**src/rtl/if_inst_queue.sv**
```systemverilog
// Fetch-to-decode instruction queue: in-order FIFO of {pc, inst} pairs.
// It applies PC back-pressure when full and discards wrong-path entries while keeping the branch delay slot.
module if_inst_queue #(
  parameter int DEPTH = 4,
  parameter int PTR_W = 2
) (
  input  logic             clk,
  input  logic             rst,
  input  logic             flush,
  input  logic             stall_id,
  input  logic             branch_flag,
  input  logic             if_valid,
  input  logic [31:0]      if_pc,
  input  logic [31:0]      if_inst,
  output logic             if_stall,
  output logic             id_valid,
  output logic [31:0]      id_pc,
  output logic [31:0]      id_inst,
  output logic [PTR_W:0]   count
);

  localparam logic [PTR_W:0] FULL = (PTR_W+1)'(DEPTH);
  localparam logic [PTR_W:0] TWO  = (PTR_W+1)'(2);

  logic [31:0]      pc_q   [DEPTH];
  logic [31:0]      inst_q [DEPTH];
  logic [PTR_W-1:0] head, tail;
  logic [PTR_W:0]   count_q;
  logic             deq, enq_req, ds_keep;

  assign id_valid = (count_q != '0);
  assign if_stall = (count_q == FULL);
  assign id_pc    = id_valid ? pc_q[head]   : '0;
  assign id_inst  = id_valid ? inst_q[head] : '0;
  assign count    = count_q;

  assign deq     = id_valid && !stall_id;
  assign enq_req = if_valid && !if_stall;
  // A taken branch with at least two entries queued keeps only the delay slot behind it.
  // With one entry queued, the delay slot is the next fetch, so a normal enqueue handles it.
  assign ds_keep = branch_flag && deq && (count_q >= TWO);

  always_ff @(posedge clk) begin
    if (rst) begin
      head    <= '0;
      tail    <= '0;
      count_q <= '0;
      for (int i = 0; i < DEPTH; i++) begin
        pc_q[i]   <= '0;
        inst_q[i] <= '0;
      end
    end else if (flush) begin
      head    <= '0;
      tail    <= '0;
      count_q <= '0;
    end else if (ds_keep) begin
      head    <= head + PTR_W'(1);
      tail    <= head + PTR_W'(2);
      count_q <= (PTR_W+1)'(1);
    end else begin
      if (enq_req) begin
        pc_q[tail]   <= if_pc;
        inst_q[tail] <= if_inst;
        tail         <= tail + PTR_W'(1);
      end
      if (deq) head <= head + PTR_W'(1);
      count_q <= count_q + (PTR_W+1)'(enq_req) - (PTR_W+1)'(deq);
    end
  end

endmodule

```
**config.mk**
```make
export PLATFORM = sky130hd
export DESIGN_NAME = if_inst_queue
export DESIGN_NICKNAME = d
export VERILOG_FILES = /design/src/rtl/if_inst_queue.sv
export SDC_FILE = /design/constraint.sdc
export NUM_CORES = 1
export LEC_CHECK = 0
export ABC_AREA = 1
export CORE_MARGIN = 2
export CORE_UTILIZATION = 35
export CTS_CLUSTER_DIAMETER = 60
export DETAILED_ROUTE_END_ITERATION = 12
export GPL_TIMING_DRIVEN = 1
export HOLD_SLACK_MARGIN = 0.1
export SLEW_MARGIN = 0
export SYNTH_ARGS = -nofsm -noshare
export SYNTH_HDL_FRONTEND = slang
export SYNTH_SLANG_ARGS = --single-unit
```
**constraint.sdc**
```tcl
create_clock -name clk -period 22.6 [get_ports clk]
set_input_delay 4.52 -clock clk [delete_from_list [all_inputs] [get_ports clk]]
set_output_delay 4.52 -clock clk [all_outputs]
set_load 0.05 [all_outputs]
```
==> out/results.tsv <==
metric	value	unit
Initial Util	35.63	%
worst skew pair latency	0.54	ns
Die Y	189.2	um
largest net degree at the start of global routing	81	
CTS Root Cell	clkbuf_16	
critical path arrival	3.75	ns
setup_tns	0	ns
core footprint	33700	um^2
hpwl dp	16.93	mm
cts hold-fix bufs	0	
clock skew	0.008087	ns
Peak Freq	0.1209	GHz
Initial DRC Count	870	
final hold vios	0	
Synth area leader	edfxtp_1	
Main synth FF type	edfxtp_1	
Antenna Cells	0	
Routed WL	32.54	mm
ANT nets after route	0	
Startpoint Class	register	
Hold Path Class	register to register	
GR Util All Layers	18.05	%
Via-to-Cell Ratio	4.963	
Max Root-Sink Buffers	3	
Syn Area/Cell	9.739	um^2
CP max stage cell	clkdlybuf4s50_1	
vias in the first global route	8886	
Pleak	5.301	nW
Hold Path Origin	head[1]	
Vias	8924	
Reg-to-Reg End	pc_q[1][12]	
Ys Warns	0	
unrepaired setup endpoints after global routing	false	
Max Slew Vio Count	0	
internal power consumption	0.8765	mW
CTS buffer count	28	
number of setup buffers added after CTS	0	
NumNets Final	1402	
worst-path maximum fanout	80	
largest cells by area after synthesis	edfxtp_1, nor2_1, o21ai_0	
sequential power share	48.8	%
Hold Path Cell Cnt	2	
post-CTS resize count	0	
CTS Sinks	265	
worst endpoint required time	18.08	ns
Die W	189.2	um
count of cell types in the netlist	28	
Seq/Total Area, Yosys	65.52	%
worst-margin pin slew	1.178	ns
Worst Path Buf+Inv	2	
routability cong.	0.7677	
DRC	0	
synthesized flop and latch total	265	
NetSw	0.2994	mW
relative slew slack	21.19	%
Pwr Total	1.176	mW
CP Capture Type	output port	
number of flops mapped to enable cells by yosys	256	
maxcap violations	0	
final setup fails	0	
crit-path cells	buf_4 > nor2_1 > nor2_1 > o21ai_0 > a21oi_1 > clkdlybuf4s50_1	
Clock power frac	38.8	%
drt pass-1 iters	6	
most frequent cell after synthesis	nor2_1	
Sw Share	25.46	%
Crit path max-delay family	buffers and inverters	
first-pass GRT wire length	50.41	mm
kind of critical path	register to output port	
flop-to-flop setup slack	18.56	ns
Syn Inst Count	1233	
antenna violations before repair	0	
reg2reg path depth	3	
Post-Syn Area	12010	um^2
Post-synth ARST share	0	%
Area Overhead vs Synth	22.06	%
Synth top area share	64.02	%
fin crit share	36.58	%
H-tree depth	1	
Logic pwr share	12.4	%
crit path time final	8.268	ns
Syn Nets	1307	
status	finished clean	
commonest cells in the netlist	nor2_1, edfxtp_1, inv_1, o21ai_0, nor3_1	
clock transition at the registers of the reported paths	0.06	ns
CTS tree	built	
share of layout cells above drive strength 1	6.074	%
Wirelength per Cell	18.10	um
# rows	67	
worst r2r src	tail[0]	
Pwr Density	80.23	nW/um^2
total gr overflow	0	
Crit. path cell count	6	
Buffers on Ports	138	
slowest stage delay, CP	0.87	ns
Most common cell on crit path	nor2_1	
Ports	139	
Peak VDD IR	0.05364	mV
die area	35810	um^2
==> cell usage in the layout (no fill, tap or decap), types with 2 or more instances in the layout <==
cell	instances
clkbuf_8	4
o21ai_1	5
nand3_1	8
edfxtp_1	256
o21ai_0	124
clkdlybuf4s50_1	138
nor2_2	9
buf_4	10
nor3_1	80
ha_1	3
nand2_1	13
nor2_1	432
o21ai_4	2
inv_1	124
nand2_4	2
inv_2	4
bufinv_16	2
clkbuf_1	7
dfxtp_4	3
clkbuf_16	29
clkinv_2	10
a21oi_1	65
dfxtp_1	6
clkinv_1	2
==> state kept, by name (all words and copies together), names as in the netlist, named ones only <==
| register | flops |
|---|---|
| count | 3 |
| tail | 2 |
| head | 2 |
| inst_q | 128 |
| pc_q | 128 |
==> through the flow <==
| step | instance area, um^2 | worst slack [ns] | std cells | util [%] | hold WS (ns) |
|---|---|---|---|---|---|
| after floorplan | 12010 | 12.24 | 1233 | - | 0.4566 |
| after global placement | 13740 | 14.57 | 1746 | 40.78 | 0.4609 |
| after detailed placement | 13740 | 14.53 | 1746 | 40.78 | 0.4843 |
| after CTS | 14660 | 14.28 | 1798 | 43.49 | 0.4956 |
| after global routing | 14660 | 14.10 | 1798 | 43.49 | 0.5486 |
| final | 14660 | 14.33 | 1798 | 43.49 | 0.5081 |
==> worst max path at each step <==
stage               endpoint  slack [ns]
2_1_floorplan   inst_q[0][0]       12.24
3_3_place_gp      pc_q[3][3]       14.57
3_5_place_dp   inst_q[3][28]       14.53
4_1_cts           id_inst[3]       14.28
5_1_grt           id_inst[3]       14.10
6_report          id_inst[3]       14.33
==> power by group through the flow <==
stage	logic, mW	registers [mW]	clock network, mW
after global routing	0.158	0.576	0.481
after CTS	0.147	0.574	0.465
after floorplan	0.0902	0.583	0
after detailed placement	0.147	0.584	0
final	0.146	0.574	0.456
after global placement	0.147	0.583	0
==> logic make-up (layout without fill, tap and decap cells) <==
logic type	Yosys count	in the layout	synth area share (%)
buf+inv	214	331	6.919
flops	265	265	65.52
compound gates	199	199	8.440
fa+ha+maj	4	4	0.4794
simple gates	550	550	18.57
xor+xnor	1	1	0.07295
==> cell type report <==
cell class	count	area, um^2
inverters	131	496.7
multi-input cells	754	3349
well taps	448	560.5
fillers	3288	19040
flip-flops and latches	265	7879
repair buffers	148	1456
clock inverters	12	107.6
clock buffers	40	807.0
==> worst min-delay path, delay by kind of cell, from the launching register on <==
kind            cells  cell delay [ns]
compound gates      1             0.08
buf+inv             1             0.09
flops               1             0.29
==> metal layers <==
layer / up-vias / track usage (%) / share of wire, %
met3: 43 / 2.632 / 6.4
li1: 4272 / - / -
met4: 0 / 4.234 / 1.9
met2: 291 / 30.14 / 46
met1: 4318 / 24.90 / 45
met5: - / 0 / 0
(Power assumes the default switching activity.)
